[config.mk]
export PLATFORM = sky130hd
export DESIGN_NAME = seg7_pattern_capture
export DESIGN_NICKNAME = d
export VERILOG_FILES = /design/src/rtl/seg7_pkg.sv /design/src/rtl/seg7_glyph_lookup.sv /design/src/rtl/seg7_pattern_capture.sv
export SDC_FILE = /design/constraint.sdc
export NUM_CORES = 1
export LEC_CHECK = 0
export ABC_AREA = 1
export BUFFER_PORTS_ARGS = -buffer_cell sky130_fd_sc_hd__buf_2
export CORE_UTILIZATION = 50
export CTS_CLUSTER_DIAMETER = 50
export DETAILED_ROUTE_END_ITERATION = 10
export GPL_TIMING_DRIVEN = 0
export PLACE_DENSITY = 0.7
export SLEW_MARGIN = 20
export SYNTH_ARGS = -nofsm -noshare
export SYNTH_HDL_FRONTEND = slang
export SYNTH_SLANG_ARGS = --single-unit
export TNS_END_PERCENT = 5
[constraint.sdc]
create_clock -name clock -period 1.9 [get_ports clock]
set_clock_uncertainty 0.15 [all_clocks]
set_input_delay 0.38 -clock clock [delete_from_list [all_inputs] [get_ports clock]]
set_output_delay 0.38 -clock clock [all_outputs]
set_load 0.01 [all_outputs]
[src/rtl/seg7_pkg.sv]
// Shared seven-segment definitions: blank pattern, the active-low glyph table
// for hex digits 0..F, capture FSM encoding and a glyph-to-hex helper.
package seg7_pkg;

  localparam logic [6:0] SEG_BLANK = 7'h7F;

  // Active-low, bit order g..a; entry i is the glyph for hex value i.
  localparam logic [15:0][6:0] SEG_GLYPHS = {
    7'h0E, 7'h06, 7'h21, 7'h46, 7'h03, 7'h08, 7'h10, 7'h00,
    7'h78, 7'h02, 7'h12, 7'h19, 7'h30, 7'h24, 7'h79, 7'h40
  };

  typedef enum logic {
    ST_WAIT = 1'b0,
    ST_HOLD = 1'b1
  } cap_state_e;

  // Returns {hit, value}; hit is 0 when the pattern is not a hex glyph.
  function automatic logic [4:0] glyph_to_hex(input logic [6:0] pat);
    logic [4:0] res;
    res = 5'd0;
    for (int i = 0; i < 16; i++) begin
      if (SEG_GLYPHS[i] == pat) begin
        res = {1'b1, 4'(i)};
      end
    end
    return res;
  endfunction

endpackage

[src/rtl/seg7_glyph_lookup.sv]
// Combinational decode of an active-low segment pattern into a hex digit,
// with blank and illegal classification (mutually exclusive, digit=0 for both).
module seg7_glyph_lookup
  import seg7_pkg::*;
(
  input  logic [6:0] pat_i,
  output logic [3:0] digit_o,
  output logic       blank_o,
  output logic       illegal_o
);

  logic [4:0] hit_val_s;

  // Classify the pattern and extract the digit value.
  always_comb begin
    hit_val_s = glyph_to_hex(pat_i);
    digit_o   = 4'd0;
    blank_o   = 1'b0;
    illegal_o = 1'b0;
    if (pat_i == SEG_BLANK) begin
      blank_o = 1'b1;
    end else if (hit_val_s[4]) begin
      digit_o = hit_val_s[3:0];
    end else begin
      illegal_o = 1'b1;
    end
  end

endmodule

[src/rtl/seg7_pattern_capture.sv]
// Recovers the hex value shown on a seven-segment bus: debounces the pattern,
// reports each new stable pattern once over valid/ready, flags overruns.
module seg7_pattern_capture
  import seg7_pkg::*;
#(
  parameter int STABLE_CYCLES = 4,
  parameter bit ACTIVE_LOW    = 1'b1
) (
  input  logic       clock,
  input  logic       reset,
  input  logic [6:0] seg_in,
  input  logic       out_ready,
  output logic       out_valid,
  output logic [3:0] digit,
  output logic       blank,
  output logic       illegal,
  output logic       overrun
);

  localparam int CNT_W = $clog2(STABLE_CYCLES + 1);
  localparam logic [CNT_W-1:0] CNT_MAX = CNT_W'(STABLE_CYCLES - 1);

  logic [6:0]       pat_s;
  logic             same_s, stable_s, report_s;
  logic [3:0]       lk_digit_s;
  logic             lk_blank_s, lk_illegal_s;

  logic [6:0]       samp_q, samp_d;
  logic [CNT_W-1:0] cnt_q, cnt_d;
  logic [6:0]       last_q, last_d;
  logic             have_last_q, have_last_d;
  cap_state_e       state_q, state_d;
  logic             out_valid_q, out_valid_d;
  logic [3:0]       digit_q, digit_d;
  logic             blank_q, blank_d;
  logic             illegal_q, illegal_d;
  logic             overrun_q, overrun_d;

  assign pat_s    = ACTIVE_LOW ? seg_in : ~seg_in;
  assign same_s   = (pat_s == samp_q);
  assign stable_s = same_s && (cnt_q == CNT_MAX);
  assign report_s = stable_s && (!have_last_q || (samp_q != last_q));

  seg7_glyph_lookup u_lookup (
    .pat_i     (samp_q),
    .digit_o   (lk_digit_s),
    .blank_o   (lk_blank_s),
    .illegal_o (lk_illegal_s)
  );

  // Stability tracking, report FSM and output field updates.
  always_comb begin
    samp_d      = pat_s;
    cnt_d       = cnt_q;
    last_d      = last_q;
    have_last_d = have_last_q;
    state_d     = state_q;
    digit_d     = digit_q;
    blank_d     = blank_q;
    illegal_d   = illegal_q;
    overrun_d   = overrun_q;

    if (!same_s) begin
      cnt_d = '0;
    end else if (cnt_q != CNT_MAX) begin
      cnt_d = cnt_q + CNT_W'(1);
    end else begin
      cnt_d = cnt_q;
    end

    case (state_q)
      ST_WAIT: begin
        if (report_s) begin
          digit_d     = lk_digit_s;
          blank_d     = lk_blank_s;
          illegal_d   = lk_illegal_s;
          last_d      = samp_q;
          have_last_d = 1'b1;
          state_d     = ST_HOLD;
        end else begin
          state_d = ST_WAIT;
        end
      end
      ST_HOLD: begin
        // A new pattern while a result is pending is dropped, not remembered.
        if (report_s) begin
          overrun_d = 1'b1;
        end else begin
          overrun_d = overrun_q;
        end
        if (out_ready) begin
          state_d = ST_WAIT;
        end else begin
          state_d = ST_HOLD;
        end
      end
      default: begin
        state_d = ST_WAIT;
      end
    endcase

    out_valid_d = (state_d == ST_HOLD);
  end

  // State and output registers with synchronous reset.
  always_ff @(posedge clock) begin
    if (reset) begin
      samp_q      <= SEG_BLANK;
      cnt_q       <= '0;
      last_q      <= SEG_BLANK;
      have_last_q <= 1'b0;
      state_q     <= ST_WAIT;
      out_valid_q <= 1'b0;
      digit_q     <= 4'd0;
      blank_q     <= 1'b0;
      illegal_q   <= 1'b0;
      overrun_q   <= 1'b0;
    end else begin
      samp_q      <= samp_d;
      cnt_q       <= cnt_d;
      last_q      <= last_d;
      have_last_q <= have_last_d;
      state_q     <= state_d;
      out_valid_q <= out_valid_d;
      digit_q     <= digit_d;
      blank_q     <= blank_d;
      illegal_q   <= illegal_d;
      overrun_q   <= overrun_d;
    end
  end

  assign out_valid = out_valid_q;
  assign digit     = digit_q;
  assign blank     = blank_q;
  assign illegal   = illegal_q;
  assign overrun   = overrun_q;

endmodule
==> results.yml <==
timing:
  max_freq_mhz: 577
  hold_ws_ps: 98.2
  finalHoldViolCount: 0
  finalSetupViolCount: 0
  fin_crit_ps: 1730
  maxSlewViolCount: 0
  slew_headroom_pct: 58.7
  post-route-worst-setup-slack_ps: 167
  final.period_utilization_pct: 91.2
  worst-slew-pin-transition_ps: 619
  rsz0062_at_grt: "no"
  setup_tns_ps: 0
floorplanning:
  num_rows: 19
  io_pins: 18
  start_util_pct: 54.4
  dieHeight_um: 57.7
  die_w_um: 57.7
  design.core.area_um2: 2850
  die_area_um2: 3330
place:
  dp.final_hpwl_um: 2320
  port_buffers: 17
  place_area_um2: 1680
  gp_congestion: 0.849
  post-place-ws_ps: 152
power_and_ir_drop:
  vdd_drop_max_mv: 0.424
  p_int_mw: 0.712
  finalPower_mw: 0.955
  switching_share_pct: 25.5
  comb_power_share_pct: 11.6
  p_leak_nw: 0.861
  power_density_nw_per_um2: 557
  p_clk_share_pct: 29.7
  power_frac_seq_pct: 58.7
  p_sw_mw: 0.243
detailed_routing:
  dr.first_iter.drc_count: 64
  ant_nets: 0
  drt_wl_total_um: 2960
  wl_per_cell_um: 11.0
  vias: 1324
  first_pass_iters: 4
  vias_per_cell: 4.92
  drc: 0
worst_setup_path:
  critPathArrivalTime_ps: 1780
  crit_required_ps: 1950
  crit_type: "register to register"
  end_kind: "register"
  crit_path_start_kind: "register"
  path_max_fanout: 10
status:
  status: "finished clean"
synthesis:
  synth_seq_cells: 26
  seq_area_frac_synth_pct: 33.5
  synth_top_area_share_pct: 33.5
  ys_types: 31
  synth_largest_area_cell: "dfxtp_1"
  synth.most_common_cell: "nand2_1"
  syn_area_per_cell_um2: 7.15
  netlist_instances: 217
  ys_warn_count: 0
  synth_nets: 229
  synthArstFlopShare_pct: 0
  ys.flop_type: "dfxtp_1"
  synth_edf_count: 0
  syn-cell-area_um2: 1550
  synth_commonest_cells: "nand2_1 (62), dfxtp_1 (26), nor2_1 (24)"
  synth_area_leaders: "dfxtp_1 (34%), nand2_1 (15%), nor2_1 (5.8%)"
final_layout:
  stdcell_area_um2: 1720
  diodes: 0
  nets: 251
  multi_input_area_um2: 857
  fillCellCount: 270
  drive_gt1_share_pct: 27.7
  area_growth_pct: 10.6
  seq_area_um2: 520
cts:
  h-tree-depth: 1
  hold_buffers: 0
  cts_tree: "built"
  clock-sinks: 26
  clkTransAtPathRegs_ps: 140
  numCtsBuffers: 3
  clock_path_buffers: 2
  clkLatencyLatePin_ps: 330
  cts-root-buf: "clkbuf_4"
global_routing:
  grt_pass1_vias: 1231
  gr-total-overflow: 0
  grt.total_usage_pct: 20.1
  antenna_found_initial: 0
  grt_first_pass_wirelength_um: 5170
  grt_max_degree: 15
run:
  maxCapViolations: 0
worst_hold_path:
  hold_path.class: "primary input to register"
-- kinds of logic after synthesis --
| family | after synthesis | share of synthesized area (%) |
|---|---|---|
| fa+ha+maj | 2 | 1.61 |
| simple gates | 122 | 37.4 |
| buf+inv | 37 | 11.2 |
| xor+xnor | 8 | 4.52 |
| compound gates | 22 | 11.7 |
| flops | 26 | 33.5 |
-- worst max-delay path, stage by stage, from the launching register on --
cell and delay [ps]:
dfxtp_1 330, buf_4 160, inv_4 60, nand2_1 50
nand2_1 50, nor2_2 120, nand2_2 80, nor2_4 140
nand4_2 140, buf_6 180, nand2_1 70, o211ai_2 70
-- cell type report --
cell class / instances / area share (%)
multi-input cells: 154 / 50.0
clock buffers: 4 / 2.12
well taps: 31 / 2.26
flip-flops and latches: 26 / 30.3
plain buffers: 9 / 4.01
inverters: 28 / 6.35
repair buffers: 17 / 4.96
-- metal layers --
metal / global-route usage, % / share of wire [%] / vias to the layer above
li1: - / - / 720
met1: 27.0 / 50 / 576
met2: 32.7 / 46 / 26
met3: 4.69 / 3.5 / 2
met4: 5.10 / 0.57 / 0
met5: 0 / 0 / -
-- final timing paths --
| kind | startpoint | end | slack, ps | depth (start not counted) |
|---|---|---|---|---|
| setup reg to reg | samp_q[3]$_SDFF_PP1_ | last_q[1]$_SDFFE_PP1P_ | 170 | 11 |
| hold reg to reg | blank$_SDFFE_PP0P_ | blank$_SDFFE_PP0P_ | 310 | 2 |
| hold / removal | seg_in[3] | samp_q[3]$_SDFF_PP1_ | 100 | 3 |
| setup / recovery | samp_q[3]$_SDFF_PP1_ | last_q[1]$_SDFFE_PP1P_ | 170 | 11 |
-- layout by cell type, fill, tap and decap left out, types with 4 or more instances in the layout --
cell type / count
or2_2: 5
dfxtp_1: 26
xnor2_1: 6
a21oi_1: 9
buf_2: 18
inv_2: 6
nand3_1: 9
nand4_1: 4
nor2_1: 24
o211ai_2: 7
nand2_2: 5
inv_1: 20
nand2_1: 62
-- stage by stage --
| stage | instances | util (%) |
|---|---|---|
| 3_3_place_gp | 265 | 58.7 |
| 3_5_place_dp | 265 | 58.7 |
| 4_1_cts | 269 | 60.0 |
| 6_report | 269 | 60.1 |
| 5_1_grt | 269 | 60.1 |
| 2_1_floorplan | 217 | - |
-- power by group through the flow --
| stage | clock network, mW | logic, mW | registers [mW] |
|---|---|---|---|
| 3_3_place_gp | 0 | 0.110 | 0.572 |
| 5_1_grt | 0.317 | 0.125 | 0.562 |
| 6_report | 0.284 | 0.111 | 0.560 |
| 4_1_cts | 0.294 | 0.111 | 0.560 |
| 2_1_floorplan | 0 | 0.0828 | 0.571 |
| 3_5_place_dp | 0 | 0.111 | 0.572 |
-- state kept, by name, summed over array words and instances, names as in the netlist --
| name | count |
|---|---|
| illegal | 1 |
| last_q | 7 |
| overrun | 1 |
| cnt_q | 3 |
| out_valid | 1 |
| blank | 1 |
| samp_q | 7 |
| digit | 4 |
| have_last_q | 1 |
-- timing repair --
| item | CTS | global route |
|---|---|---|
| gates resized for setup | 0 | 1 |
| setup buffers | 0 | 0 |
| endpoints found under the setup margin | 0 | 1 |
| endpoints found under the hold margin | 0 | 0 |
Note: power is estimated with default switching activity, not from simulation.
